===== config.mk =====
export PLATFORM = sky130hd
export DESIGN_NAME = rv32i_multiplier_responder
export DESIGN_NICKNAME = d
export VERILOG_FILES = /design/src/rtl/rv32I_execute_pkg.sv /design/src/rtl/rv32i_multiplier_responder.sv
export SDC_FILE = /design/constraint.sdc
export NUM_CORES = 1
export LEC_CHECK = 0
export CAP_MARGIN = 0
export CORE_MARGIN = 10
export CORE_UTILIZATION = 61
export CTS_CLUSTER_SIZE = 10
export DETAILED_ROUTE_END_ITERATION = 7
export HOLD_SLACK_MARGIN = 0.12
export PLACE_DENSITY = 0.87
export SYNTH_ARGS = -nofsm -noshare
export SYNTH_HDL_FRONTEND = slang
export SYNTH_SLANG_ARGS = --single-unit

===== constraint.sdc =====
create_clock -name i_clk -period 4.41 [get_ports i_clk]
set_input_delay 1.323 -clock i_clk [delete_from_list [all_inputs] [get_ports i_clk]]
set_output_delay 1.323 -clock i_clk [all_outputs]
set_load 0.005 [all_outputs]

===== src/rtl/rv32I_execute_pkg.sv =====
// ---------------------------------------------------------------------------
// rv32I_execute_pkg
// Types and widths shared by the execute-stage multiplier responder and its
// initiator.
// ---------------------------------------------------------------------------
package rv32I_execute_pkg;

    localparam int unsigned MUL_OPERAND_W = 16;
    localparam int unsigned MUL_RESULT_W  = 32;

    // MulRelease waits for the initiator to drop en before another capture.
    typedef enum logic [1:0] {
        MulIdle,
        MulBusy,
        MulDone,
        MulRelease
    } mul_state_e;

endpackage


===== src/rtl/rv32i_multiplier_responder.sv =====
// ---------------------------------------------------------------------------
// rv32i_multiplier_responder
// Unsigned 16x16 -> 32 shift-and-add multiplier answering a level-held
// request. One multiplier bit is consumed per cycle; the run stops early as
// soon as the remaining multiplier bits are all zero.
//
// Ports
//   i_clk                     clock, rising edge
//   i_rst_n                   asynchronous active-low reset
//   i_multiplier_en           request, held high until valid is sampled
//   i_multiplier_operand_one  multiplicand (unsigned)
//   i_multiplier_operand_two  multiplier (unsigned)
//   o_multiplier_valid        one-cycle pulse, result is valid
//   o_multiplier_result       product, held until the next completion
// ---------------------------------------------------------------------------
module rv32i_multiplier_responder
    import rv32I_execute_pkg::*;
(
    input  logic                     i_clk,
    input  logic                     i_rst_n,
    input  logic                     i_multiplier_en,
    input  logic [MUL_OPERAND_W-1:0] i_multiplier_operand_one,
    input  logic [MUL_OPERAND_W-1:0] i_multiplier_operand_two,
    output logic                     o_multiplier_valid,
    output logic [MUL_RESULT_W-1:0]  o_multiplier_result
);

    localparam int unsigned ExtW = MUL_RESULT_W - MUL_OPERAND_W;

    mul_state_e                state_q, state_d;
    logic [MUL_RESULT_W-1:0]   mcand_q, mcand_d;
    logic [MUL_OPERAND_W-1:0]  mplier_q, mplier_d;
    logic [MUL_RESULT_W-1:0]   acc_q, acc_d;
    logic [MUL_RESULT_W-1:0]   result_q, result_d;
    logic                      valid_q, valid_d;

    logic mplier_zero;
    assign mplier_zero = (mplier_q == '0);

    // -----------------------------------------------------------------------
    // State register
    // -----------------------------------------------------------------------
    always_ff @(posedge i_clk or negedge i_rst_n) begin
        if (!i_rst_n) begin
            state_q <= MulIdle;
        end else begin
            state_q <= state_d;
        end
    end

    // -----------------------------------------------------------------------
    // Next-state logic
    // -----------------------------------------------------------------------
    always_comb begin
        state_d = state_q;
        unique case (state_q)
            MulIdle: begin
                if (i_multiplier_en) begin
                    state_d = MulBusy;
                end
            end
            MulBusy: begin
                // A dropped request abandons the run, even on its final cycle.
                if (!i_multiplier_en) begin
                    state_d = MulIdle;
                end else if (mplier_zero) begin
                    state_d = MulDone;
                end
            end
            MulDone: begin
                state_d = MulRelease;
            end
            MulRelease: begin
                if (!i_multiplier_en) begin
                    state_d = MulIdle;
                end
            end
            default: begin
                state_d = MulIdle;
            end
        endcase
    end

    // -----------------------------------------------------------------------
    // Datapath and registered-output next values
    // -----------------------------------------------------------------------
    always_comb begin
        mcand_d  = mcand_q;
        mplier_d = mplier_q;
        acc_d    = acc_q;
        result_d = result_q;
        valid_d  = 1'b0;
        unique case (state_q)
            MulIdle: begin
                if (i_multiplier_en) begin
                    mcand_d  = {{ExtW{1'b0}}, i_multiplier_operand_one};
                    mplier_d = i_multiplier_operand_two;
                    acc_d    = '0;
                end
            end
            MulBusy: begin
                if (i_multiplier_en) begin
                    if (!mplier_zero) begin
                        if (mplier_q[0]) begin
                            acc_d = acc_q + mcand_q;
                        end
                        mcand_d  = mcand_q << 1;
                        mplier_d = mplier_q >> 1;
                    end else begin
                        result_d = acc_q;
                        valid_d  = 1'b1;
                    end
                end
            end
            MulDone, MulRelease: begin
            end
            default: begin
            end
        endcase
    end

    // -----------------------------------------------------------------------
    // Datapath and output registers
    // -----------------------------------------------------------------------
    always_ff @(posedge i_clk or negedge i_rst_n) begin
        if (!i_rst_n) begin
            mcand_q  <= '0;
            mplier_q <= '0;
            acc_q    <= '0;
            result_q <= '0;
            valid_q  <= 1'b0;
        end else begin
            mcand_q  <= mcand_d;
            mplier_q <= mplier_d;
            acc_q    <= acc_d;
            result_q <= result_d;
            valid_q  <= valid_d;
        end
    end

    assign o_multiplier_valid  = valid_q;
    assign o_multiplier_result = result_q;

endmodule


==> impl_metrics.ini, run 1 <==
[cts]
clkLatencyLatePin_ns = 0.53
postCtsSetupBuffers = 0
cts-root-buf = clkbuf_8
cts_resized = 0
cts_hold_repair.buffers = 0
htree_levels = 4
cts_num_sinks = 115
cts_buffer_depth = 2
cts_buffers = 17
cts_tree = yes
clk_pin_slew_ns = 0.06

[power_and_ir_drop]
ir_drop_mv = 0.229
finalPower_uw = 3130
p_per_area_nw_per_um2 = 413
power.leakage_uw = 0.00350

[drt]
wl_per_cell_um = 18.0
drt_iter0_markers = 344
via_per_inst = 6.03
postRouteAntennaNets = 0
via_count = 5003
dr.pass1.iters = 5
wl_um = 14900
drc = 0

[timing]
hold_violations = 0
period_share_pct = 67.0
holdWs_ns = 0.486
max_freq_ghz = 0.338
setup-tns-final_ns = 0
max-slew-margin-rel_pct = 21.5
fin_ws_ns = 1.45
period_needed_ns = 2.96
worst_clock_skew_ns = 0.00870
final_max_slew_viol_count = 0
tightestPinTransition_ns = 1.18
rsz0062_at_grt = false
setup_viol = 0

[synth]
ys_seq_area_share_pct = 46.4
synthTopCellsByArea = dfrtp_1, o21ai_0, nand2_1
synth_edf_count = 0
syn_nets = 688
synth_top_area_cell = dfrtp_1
netlist_area_um2 = 6200
async_flop_share_pct = 100
synthFlopType = dfrtp_1
ys_warn_count = 0
synth_area_per_cell_um2 = 9.98
yosysTopAreaCellShare_pct = 46.4
synthDistinctLibCells = 53
synthCells = 621
ys_seq_elements = 115

[grt]
globalRouteTotalUtil_pct = 21.2
grt_max_degree = 61
grt.overflow.total = 0
grt_antenna_before_repair = 0
grt_pass1_vias = 5126
grt_pass1_wl_um = 25200

[flow_run]
drv_cap = 0

[die]
dieWidth_um = 121
die_area_um2 = 14600
rows = 36
start_util_pct = 63.1
die_h_um = 121
io_pins = 68
core_area_um2 = 9820

[hold_path]
min_from = acc_q[31]
hold_class = flip-flop to flip-flop
hold_depth = 1

[placement]
port_buffers = 67
placed_area_um2 = 6970
place.gp.congestion = 0.870
dp_slack_ns = 0.935
hpwl_um = 9920

[setup_path]
crit_chain = clkdlybuf4s50_1 > inv_1 > or3_2 > buf_4 > nand2_1 > o21ai_0
crit_path_start_kind = input pin
cp_slowest_stage_delay_ns = 0.88
required_ns = 4.82
arrival_ns = 3.37
timing.rr.start = mcand_q[0]
cp-startpoint = i_multiplier_en
cp-end-kind = flip-flop
reg2regPathDepth = 12
worstSetupPathType = input pin to flip-flop
crit_slowest_cell = or3_2
worstPathMaxFanout = 60

[layout]
final_area_um2 = 7580
syn_to_final_growth_pct = 22.3
drive_gt1_share_pct = 12.5
final_nets = 750
n_antenna_cell = 0

[status]
outcome = finished clean
-- registers in the layout (all words and copies together) (netlist names), named ones only --
register             flops
acc_q                   32
mcand_q                 32
mplier_q                16
o_multiplier_result     32
o_multiplier_valid       1
state_q                  1
-- placed cells by master, fill, tap and decap left out, types with 3 or more instances in the layout --
cell | Yosys | routed
a211oi_1 | 3 | 3
a21o_1 | 8 | 8
a21oi_1 | 32 | 32
a22o_1 | 5 | 5
buf_4 | 0 | 9
bufinv_16 | 0 | 4
clkbuf_16 | 0 | 16
clkdlybuf4s50_1 | 0 | 66
clkinv_2 | 0 | 4
clkinvlp_4 | 0 | 5
dfrtp_1 | 115 | 115
ha_1 | 31 | 31
inv_1 | 8 | 8
mux2_2 | 32 | 32
mux2i_1 | 35 | 35
nand2_1 | 111 | 111
nand2b_1 | 6 | 6
nand3_1 | 5 | 5
nand4_1 | 3 | 3
nor2_1 | 15 | 15
nor2b_1 | 6 | 5
nor3_1 | 6 | 6
nor3b_1 | 3 | 3
nor4_1 | 3 | 3
o211ai_1 | 3 | 3
o21a_1 | 5 | 5
o21ai_0 | 84 | 84
o21ai_1 | 7 | 7
o31ai_1 | 6 | 6
xnor2_1 | 11 | 11
xor2_1 | 14 | 14
-- worst max-delay path: cells and delay by family --
family	cells	cell delay, ns
simple gates	2	0.99
buf+inv	3	0.97
compound gates	1	0.08
-- cell families (layout without fill, tap and decap cells) --
kind of cell               count (synthesis)  count (layout)  synth area share [%]
muxes                                     67              67                  11.5
DFF                                      115             115                  46.4
adders and majority gates                 32              32                  6.58
buffers and inverters                     40             115                  2.64
and+or+nand+nor                          168             168                  12.1
xor gates and xnor gates                  25              25                  3.53
AOI/OAI and AO/OA                        174             174                  17.3
-- final timing paths --
check | to | slack [ns]
worst max-delay path | mcand_q[5] | 1.45
worst min-delay path | acc_q[31] | 0.49
worst max register to register | acc_q[30] | 1.50
worst min register to register | acc_q[31] | 0.49
max in group asynchronous | mcand_q[3] | 2.64
min in group asynchronous | o_multiplier_result[4] | 0.85
-- cell usage after synthesis, types with 5 or more instances --
master / n
a21o_1: 8
a21oi_1: 32
a22o_1: 5
buf_2: 11
clkbuf_1: 21
dfrtp_1: 115
ha_1: 31
inv_1: 8
mux2_2: 32
mux2i_1: 35
nand2_1: 111
nand2b_1: 6
nand3_1: 5
nor2_1: 15
nor2b_1: 6
nor3_1: 6
o21a_1: 5
o21ai_0: 84
o21ai_1: 7
o31ai_1: 6
xnor2_1: 11
xor2_1: 14
-- metal layers --
| metal | global-route usage [%] | share of wire (%) | up-vias |
|---|---|---|---|
| li1 | - | - | 2343 |
| met1 | 24.4 | 41 | 2421 |
| met2 | 36.6 | 51 | 203 |
| met3 | 5.17 | 6.4 | 36 |
| met4 | 9.58 | 2.3 | 0 |
| met5 | 0 | 0 | - |
-- metrics by stage --
step                cells  util [%]
finish                829      77.2
global placement      797      71.0
CTS                   829      77.2
global route          829      77.2
detailed placement    797      71.0
floorplan             621         -
-- power breakdown --
group	internal, µW	switching (µW)
sequential	1140	78.4
clock	927	499
combinational	204	283
total	2270	860
-- layout make-up --
cell class              count  area [µm²]
well taps                 133         166
repair buffers             75         728
fillers                   661        2240
clock inverters            14         186
clock buffers              18         428
inverters                   8        30.0
flip-flops and latches    115        2880
multi-input cells         466        3170
(Power assumes the default switching activity.)
==> run 2: changes to the inputs <==
CORE_UTILIZATION = 57   (was 61)
PLACE_DENSITY = 0.83   (was 0.87)
clock period = 2.8 ns   (was 4.41 ns; I/O delays follow)
==> impl_metrics.ini, run 2 (same netlist as run 1, synthesis figures left out) <==
[cts]
cts_buffers = 17
cts_tree = yes
cts_num_sinks = 115
clkLatencyLatePin_ns = 0.54
clk_pin_slew_ns = 0.06
cts_buffer_depth = 2
cts-root-buf = clkbuf_8
cts_hold_repair.buffers = 0
htree_levels = 4

[setup_path]
worstPathMaxFanout = 4
cp_slowest_stage_delay_ns = 0.40
timing.rr.start = mcand_q[0]
worst_r2r_endpoint = acc_q[26]
reg2reg_slack_ns = 0.15
reg2regPathDepth = 12
arrival_ns = 3.06
crit_path_start_kind = flip-flop
crit_chain = ha_1 > inv_1 > fa_2 > nor2b_4 > o211ai_2 > a31oi_2 > a22o_4 > a31o_4 > a41oi_4 > o21ai_2 > xnor2_1 > o21ai_1
cp-end-kind = flip-flop
critPathBufInv = 1
required_ns = 3.20
critical-path-top-delay-family = compound AO/OA/AOI/OAI gates
worstSetupPathType = flip-flop to flip-flop
crit_slowest_cell = dfrtp_1

[timing]
max_freq_ghz = 0.377
fin_ws_ns = 0.149
period_needed_ns = 2.65
period_share_pct = 94.7
hold_violations = 0
holdWs_ns = 0.269
setup-tns-final_ns = 0
final_max_slew_viol_count = 0
setup_viol = 0
tightestPinTransition_ns = 0.612
worst_clock_skew_ns = 0.00869
max-slew-margin-rel_pct = 59.2

[drt]
dr.pass1.iters = 4
postRouteAntennaNets = 0
via_per_inst = 5.78
via_count = 4837
wl_um = 14500
drc = 0
drt_iter0_markers = 449
wl_per_cell_um = 17.3

[power_and_ir_drop]
p_int_uw = 3450
p_per_area_nw_per_um2 = 623
power.leakage_uw = 0.00350
ir_drop_mv = 0.423
switching_share_pct = 27.1
seqPwrFrac_pct = 40.4
p_sw_uw = 1280
clock_power_share_pct = 43.4
pwr-share-comb_pct = 16.2

[layout]
layout_commonest_cell = dfrtp_1
final_nets = 752
nFillCells = 799
syn_to_final_growth_pct = 22.3
final_cell_mix = dfrtp_1, nand2_1, o21ai_0
multi_input_area_um2 = 3190
n_antenna_cell = 0
seq_area_um2 = 2880
drive_gt1_share_pct = 12.5
final_cells = 837
final_area_um2 = 7580

[flow_run]
drv_cap = 0

[die]
die_h_um = 124
io_pins = 68
dieWidth_um = 124
rows = 38
core_area_um2 = 10700
start_util_pct = 57.7
die_area_um2 = 15400

[placement]
dp_cells = 806
dp_slack_ns = 0.0778
hpwl_um = 9890
port_buffers = 67
place.gp.congestion = 0.926
placed_area_um2 = 7010

[status]
outcome = finished clean

[grt]
grt_max_degree = 55
grt_pass1_vias = 5091
grt_antenna_before_repair = 0
grt.overflow.total = 0
globalRouteTotalUtil_pct = 19.0
grt_pass1_wl_um = 24800

[hold_path]
hold_class = input pin to async pin
## run 2: cell types whose count changed in the layout (fill, tap and decap cells not counted), sizes merged
cell | previous run | this run
clkinv | 5 | 3
clkinvlp | 5 | 0
clkbuf | 18 | 26
bufinv | 4 | 2
buf | 9 | 11
## run 2: repair_timing
item	in CTS	in global routing
setup buffers	0	0
endpoints found under the setup margin	0	5
gates resized for setup	0	6
## run 2: worst reg2reg max path, cell delays in order, from the launching register on
cell	delay, ns
dfrtp_1	0.40
ha_1	0.24
inv_1	0.08
fa_2	0.24
nor2b_4	0.05
o211ai_2	0.17
a31oi_2	0.14
a22o_4	0.30
a31o_4	0.28
a41oi_4	0.28
o21ai_2	0.10
xnor2_1	0.16
o21ai_1	0.08
## run 2: layout make-up
type | instances | share of cell area (%)
Timing Repair Buffer | 77 | 9.96
Multi-Input combinational cell | 466 | 42.1
Tap cell | 140 | 2.31
Inverter | 8 | 0.396
Clock buffer | 26 | 6.30
Clock inverter | 5 | 0.990
Sequential cell | 115 | 37.9
## run 2: worst max-delay path by stage
| stage | slack [ns] | cells after the start | startpoint | end |
|---|---|---|---|---|
| after CTS | 0.07 | 12 | mcand_q[0] | acc_q[26] |
| after global placement | 0.20 | 5 | i_multiplier_en | mcand_q[0] |
| final | 0.15 | 12 | mcand_q[0] | acc_q[26] |
| after floorplan | 0.35 | 12 | mcand_q[0] | acc_q[24] |
| after global routing | -0.005 | 12 | mcand_q[0] | acc_q[24] |
| after detailed placement | 0.08 | 12 | mcand_q[0] | acc_q[26] |
## run 2: metrics by stage
| step | util (%) | power (µW) |
|---|---|---|
| 2_1_floorplan | - | 2430 |
| 3_5_place_dp | 65.2 | 2680 |
| 4_1_cts | 70.3 | 4730 |
| 5_1_grt | 70.6 | 4930 |
| 3_3_place_gp | 65.2 | 2630 |
| 6_report | 70.6 | 4730 |
## run 2: power by group through the flow
stage | registers [µW] | clock network [µW] | logic, µW
after detailed placement | 1930 | 0 | 746
after global routing | 1930 | 2150 | 861
after floorplan | 1900 | 0 | 539
final | 1910 | 2050 | 764
after CTS | 1910 | 2070 | 758
after global placement | 1930 | 0 | 708
## run 2: per-layer routing
metal  GRT usage, %  vias to the layer above  part of all wire, %
li1               -                     2334                    -
met1           22.8                     2349                   44
met2           31.6                      119                   50
met3           4.00                       35                  3.9
met4           9.46                        0                  2.4
met5              0                        -                    0
